===== src/rtl/c3lib_rst_seq_pkg.sv =====
// rtl/c3lib_rst_seq_pkg.sv - state encodings for the staged reset-release sequencer
package c3lib_rst_seq_pkg;

    localparam logic [1:0] ST_HOLD    = 2'd0;
    localparam logic [1:0] ST_DELAY   = 2'd1;
    localparam logic [1:0] ST_ACKWAIT = 2'd2;
    localparam logic [1:0] ST_DONE    = 2'd3;

    typedef enum logic [1:0] {
        HOLD    = ST_HOLD,
        DELAY   = ST_DELAY,
        ACKWAIT = ST_ACKWAIT,
        DONE    = ST_DONE
    } rst_seq_state_e;

endpackage


===== src/rtl/c3lib_rst_sync.sv =====
// rtl/c3lib_rst_sync.sv - reset deassertion synchronizer, async clear, shifts in 1s
module c3lib_rst_sync #(
    parameter int SYNC_DEPTH = 2
) (
    input  logic clk,
    input  logic rst,
    output logic o_release_ok
);

    logic [SYNC_DEPTH-1:0] r_chain;

    always_ff @(posedge clk or posedge rst) begin
        if (rst) begin
            r_chain <= '0;
        end else begin
            r_chain <= {r_chain[SYNC_DEPTH-2:0], 1'b1};
        end
    end

    assign o_release_ok = r_chain[SYNC_DEPTH-1];

endmodule


===== src/rtl/c3lib_rst_seq_ctrl.sv =====
// rtl/c3lib_rst_seq_ctrl.sv - staged reset-release sequencer with per-stage delay and ack timeout
module c3lib_rst_seq_ctrl
    import c3lib_rst_seq_pkg::*;
#(
    parameter int NUM_STAGES = 4,
    parameter int SYNC_DEPTH = 2,
    parameter int DLY_CYC    = 16,
    parameter int ACK_TO     = 64,
    parameter int CNT_W      = $clog2(((DLY_CYC > ACK_TO) ? DLY_CYC : ACK_TO) + 1)
) (
    input  logic                  clk,
    input  logic                  rst,
    input  logic                  sw_rst_req,
    input  logic [NUM_STAGES-1:0] stage_ack,
    output logic [NUM_STAGES-1:0] rst_n_out,
    output logic                  seq_done,
    output logic                  seq_err
);

    localparam int IDX_W = (NUM_STAGES > 1) ? $clog2(NUM_STAGES) : 1;
    localparam logic [CNT_W-1:0] DLY_LAST = CNT_W'(DLY_CYC - 1);
    localparam logic [CNT_W-1:0] ACK_LAST = CNT_W'(ACK_TO - 1);
    localparam logic [IDX_W-1:0] IDX_LAST = IDX_W'(NUM_STAGES - 1);

    rst_seq_state_e        r_state, w_state_nxt;
    logic [CNT_W-1:0]      r_cnt, w_cnt_nxt;
    logic [IDX_W-1:0]      r_idx, w_idx_nxt;
    logic [NUM_STAGES-1:0] r_out, w_out_nxt;
    logic                  r_done, w_done_nxt;
    logic                  r_err, w_err_nxt;
    logic                  w_release_ok;
    logic                  w_advance;

    c3lib_rst_sync #(.SYNC_DEPTH(SYNC_DEPTH)) u_sync (
        .clk          (clk),
        .rst          (rst),
        .o_release_ok (w_release_ok)
    );

    always_ff @(posedge clk or posedge rst) begin
        if (rst) begin
            r_state <= HOLD;
            r_cnt   <= '0;
            r_idx   <= '0;
            r_out   <= '0;
            r_done  <= 1'b0;
            r_err   <= 1'b0;
        end else begin
            r_state <= w_state_nxt;
            r_cnt   <= w_cnt_nxt;
            r_idx   <= w_idx_nxt;
            r_out   <= w_out_nxt;
            r_done  <= w_done_nxt;
            r_err   <= w_err_nxt;
        end
    end

    always_comb begin
        w_state_nxt = r_state;
        w_cnt_nxt   = r_cnt;
        w_idx_nxt   = r_idx;
        w_out_nxt   = r_out;
        w_done_nxt  = r_done;
        w_err_nxt   = r_err;
        w_advance   = 1'b0;
        if (sw_rst_req) begin
            w_state_nxt = HOLD;
            w_cnt_nxt   = '0;
            w_idx_nxt   = '0;
            w_out_nxt   = '0;
            w_done_nxt  = 1'b0;
            w_err_nxt   = 1'b0;
        end else begin
            case (r_state)
                HOLD: begin
                    if (w_release_ok) begin
                        w_state_nxt = DELAY;
                        w_cnt_nxt   = '0;
                    end
                end
                DELAY: begin
                    // The release edge is also the first ack sample, so an
                    // already-ready stage costs no extra cycle.
                    if (r_cnt == DLY_LAST) begin
                        w_out_nxt[r_idx] = 1'b1;
                        if (stage_ack[r_idx]) begin
                            w_advance = 1'b1;
                        end else begin
                            w_state_nxt = ACKWAIT;
                            w_cnt_nxt   = '0;
                        end
                    end else begin
                        w_cnt_nxt = r_cnt + 1'b1;
                    end
                end
                ACKWAIT: begin
                    if (stage_ack[r_idx]) begin
                        w_advance = 1'b1;
                    end else if (r_cnt == ACK_LAST) begin
                        w_err_nxt = 1'b1;
                        w_advance = 1'b1;
                    end else begin
                        w_cnt_nxt = r_cnt + 1'b1;
                    end
                end
                default: ;
            endcase
            if (w_advance) begin
                if (r_idx == IDX_LAST) begin
                    w_state_nxt = DONE;
                    w_done_nxt  = 1'b1;
                end else begin
                    w_state_nxt = DELAY;
                    w_idx_nxt   = r_idx + IDX_W'(1);
                    w_cnt_nxt   = '0;
                end
            end
        end
    end

    assign rst_n_out = r_out;
    assign seq_done  = r_done;
    assign seq_err   = r_err;

endmodule


===== config.mk =====
export PLATFORM = sky130hd
export DESIGN_NAME = c3lib_rst_seq_ctrl
export DESIGN_NICKNAME = d
export VERILOG_FILES = /design/src/rtl/c3lib_rst_seq_pkg.sv /design/src/rtl/c3lib_rst_sync.sv /design/src/rtl/c3lib_rst_seq_ctrl.sv
export SDC_FILE = /design/constraint.sdc
export NUM_CORES = 1
export LEC_CHECK = 0
export CAP_MARGIN = 40
export CORE_MARGIN = 2
export CORE_UTILIZATION = 54
export DETAILED_ROUTE_END_ITERATION = 7
export HOLD_SLACK_MARGIN = 0.05
export PLACE_DENSITY = 0.87
export SLEW_MARGIN = 20
export SYNTH_ARGS = -nofsm -noshare
export SYNTH_HDL_FRONTEND = slang
export SYNTH_SLANG_ARGS = --single-unit
export TNS_END_PERCENT = 10

===== constraint.sdc =====
create_clock -name clk -period 2.7 [get_ports clk]
set_input_delay 0.405 -clock clk [delete_from_list [all_inputs] [get_ports clk]]
set_output_delay 0.405 -clock clk [all_outputs]
set_load 0.1 [all_outputs]

==> impl_metrics.tcl <==
set metrics [dict create \
    drc 0 \
    initial_utilization 0.5714 \
    routed_wl_um 2415 \
    setup_violations 0 \
    postCtsResizedCells 0 \
    met1_usage 0.2874 \
    mappedNetlistNets 136 \
    cts_tree "done" \
    timing.critical_path.depth 5 \
    max_cap_violations 0 \
    dp_worst_setup_slack_ns 0.2101 \
    grt_util_met3 0.02121 \
    report.final.hold_viol_count 0 \
    finalSetupTns_ns 0 \
    area_growth_syn_to_layout_pct 12.05 \
    post-route-min-period_ns 2.224 \
    drtAntennaViolNets 0 \
    max_freq_ghz 0.4496 \
    power.density_cell_area_nw_per_um2 472.6 \
    crit_path_top_delay_cell "sky130_fd_sc_hd__mux4_2" \
    avgViaCountPerCell 5.881 \
    level_count_of_the_clock_h_tree 1 \
    total_congestion_overflow 0 \
    grt_pass1_vias 913 \
    worstRegToRegCells 5 \
    design.die.area_um2 2457 \
    synth_top_area_frac 0.4241 \
    buffer_ports.inserted 12 \
    crit_path_end_kind "flip-flop" \
    synth_cells 120 \
    fp.dieH_um 49.57 \
    std_cell_rows 16 \
    chipWidth_um 49.57 \
    worst_r2r_endpoint "r_cnt[6]" \
    count_of_unique_library_cells_instantiated_by_yosys 37 \
    worstPathBufferInverterCount 0 \
    clk_transition_reported_paths_ns 0.11 \
    layout-drive-gt1-share 0.1288 \
    cts_buffer_depth 2 \
    outcome "finished clean" \
    postSynthRegisterBits 19 \
    period_share 0.8238 \
    netlist_area_um2 1121 \
    synth_top_flop_cell "sky130_fd_sc_hd__dfrtp_1" \
    globalRouteMet2Util 0.4022 \
    detailedRoute.firstIterationViolations 30 \
    yosys.area.top_type "sky130_fd_sc_hd__dfrtp_1" \
    worst_setup_path_start "r_idx[0]" \
    final_layout_net_count 149 \
    yosys_warnings 0 \
    crit_arrival_ns 2.41 \
    avgSynthCellArea_um2 9.342 \
    cp_top_family "compound AO/OA/AOI/OAI gates" \
    critical_path.startpoint_type "flip-flop" \
    timing.clock.skew_ns 0.0007165 \
    path_cells "mux4_2 -> a21oi_2 -> o32ai_1 -> or2_1 -> a311oi_1" \
    core-area_um2 1962 \
    worst-r2r-setup-slack_ns 0.48 \
    dr_total_vias 935 \
    synthTopCellsByCount "sky130_fd_sc_hd__nor2_1, sky130_fd_sc_hd__dfrtp_1, sky130_fd_sc_hd__a21oi_1" \
    vdd_drop_max_mv 0.4020 \
    gp_congestion 0.8673 \
    timing.setup.critical_path_class "reg2reg" \
    final_core_utilization 0.6403 \
    worst_slew_margin_relative_to_its_limit 0.5106 \
    cts-root-buf "sky130_fd_sc_hd__clkbuf_4" \
    finalPower_mw 0.5937 \
    dr.pass1.iters 4 \
    hold_slack_ns 0.3711 \
    clkLatencyLatePin_ns 0.29 \
    regToRegStartpoint "r_idx[0]" \
    clock_sinks 19 \
    postCtsSetupRepairBufs 0 \
    cts_made_buffers 3 \
    globalRouteTotalUtil 0.2222 \
    worst-endpoint-required_ns 2.88 \
    crit_path_max_incr_delay_ns 0.61 \
    postSynth.asyncResetShare 1.000 \
    cts-hold-fix-buffers 0 \
    wl_per_cell_um 15.19 \
    power_leakage_nw 0.5435 \
    crit_fanout 8 \
    synth_edf_count 0 \
    grt_start_max_net_pins 20 \
    timing_worst_slew_pin_value_ns 0.7333 \
    final_max_tran_viols 0 \
    unrepaired_setup_endpoints_after_global_routing "false" \
    crit_path_capture "r_cnt[6]" \
    yosysSeqAreaShare 0.4241 \
    hpwl_um 1835 \
    grt_antenna_before_repair 0 \
    io-pin-count 13 \
    worst_hold_path_type "reg2reg" \
    grt-busiest-layer "met2" \
    worst_slack_ns 0.4758 \
    biggest_area_contributors_in_the_synthesized_netlist "sky130_fd_sc_hd__dfrtp_1, sky130_fd_sc_hd__ha_1, sky130_fd_sc_hd__nor2_1, sky130_fd_sc_hd__a21oi_1, sky130_fd_sc_hd__inv_1" \
    antenna-diode-count 0 \
    synth_most_common_cell "sky130_fd_sc_hd__nor2_1" \
    grt_first_pass_wirelength_um 4222 \
]
## metal layers
layer  wire, um  up-vias
met5          0        -
met4         15        0
met3        149        2
met2       1276       45
met1        974      442
li1           -      446
## worst min path at each step
stage / cells past startpoint / startpoint / to / slack [ns]
2_1_floorplan: 0 / u_sync.r_chain[0] / u_sync.r_chain[1] / 0.33
3_3_place_gp: 0 / u_sync.r_chain[0] / u_sync.r_chain[1] / 0.33
5_1_grt: 0 / u_sync.r_chain[0] / u_sync.r_chain[1] / 0.39
3_5_place_dp: 0 / u_sync.r_chain[0] / u_sync.r_chain[1] / 0.35
4_1_cts: 0 / u_sync.r_chain[0] / u_sync.r_chain[1] / 0.37
6_report: 0 / u_sync.r_chain[0] / u_sync.r_chain[1] / 0.37
## area by class of cell
cell class	instances	area (um^2)
Fill cell	166	705.7
Clock buffer	4	26.28
Tap cell	27	33.78
Multi-Input combinational cell	90	589.3
Inverter	7	26.28
Sequential cell	19	475.5
Timing Repair Buffer	12	105.1
## stage by stage
stage / std cells / instance area (um^2)
global placement: 155 / 1230
finish: 159 / 1256
CTS: 159 / 1256
global route: 159 / 1256
detailed placement: 155 / 1230
floorplan: 120 / 1121
## state kept, by name (all words and copies together), names as in the netlist
signal	cells
u_sync.r_chain	2
r_state	2
seq_err	1
r_cnt	7
seq_done	1
rst_n_out	4
r_idx	2
## logic make-up after synthesis
group                    after synthesis  share of synthesized area
AND/OR/NAND/NOR                       45                     0.1942
AO/OA/AOI/OAI                         31                     0.1819
flip-flops                            19                     0.4241
buffers and inverters                 11                    0.05022
adder cells (fa/ha/maj)                9                     0.1004
multiplexers                           3                    0.03795
other                                  1                   0.003345
XOR/XNOR                               1                   0.007814
## report_power, final
part           total [mW]  switching [mW]  internal (mW)
sequential          0.306          0.0107          0.295
clock               0.144          0.0867         0.0574
combinational       0.143          0.0899         0.0535
total               0.594           0.187          0.406
## layout by cell type, fill, tap and decap left out, drive strengths merged, types with 2 or more instances in the layout
cell type,synthesis,layout
inv,7,7
a21oi,13,13
o22ai,3,3
a31oi,3,3
clkdlybuf4s50,1,6
ha,9,9
nand2,5,5
nand2b,2,2
a22oi,2,2
o21ai,3,3
dfrtp,19,19
or3,2,2
mux2i,2,2
clkbuf,1,4
nor3,4,4
or2,2,2
buf,2,6
nor2,20,20
nand3,5,5
o211ai,2,2
## worst register-to-register path, delay by kind of cell, from the launching register on
family	cells	cell delay, ns
mux	1	0.61
simple gates	1	0.36
compound gates	3	0.68
flops	1	0.47
No activity file was read; power rests on OpenSTA's default activity.
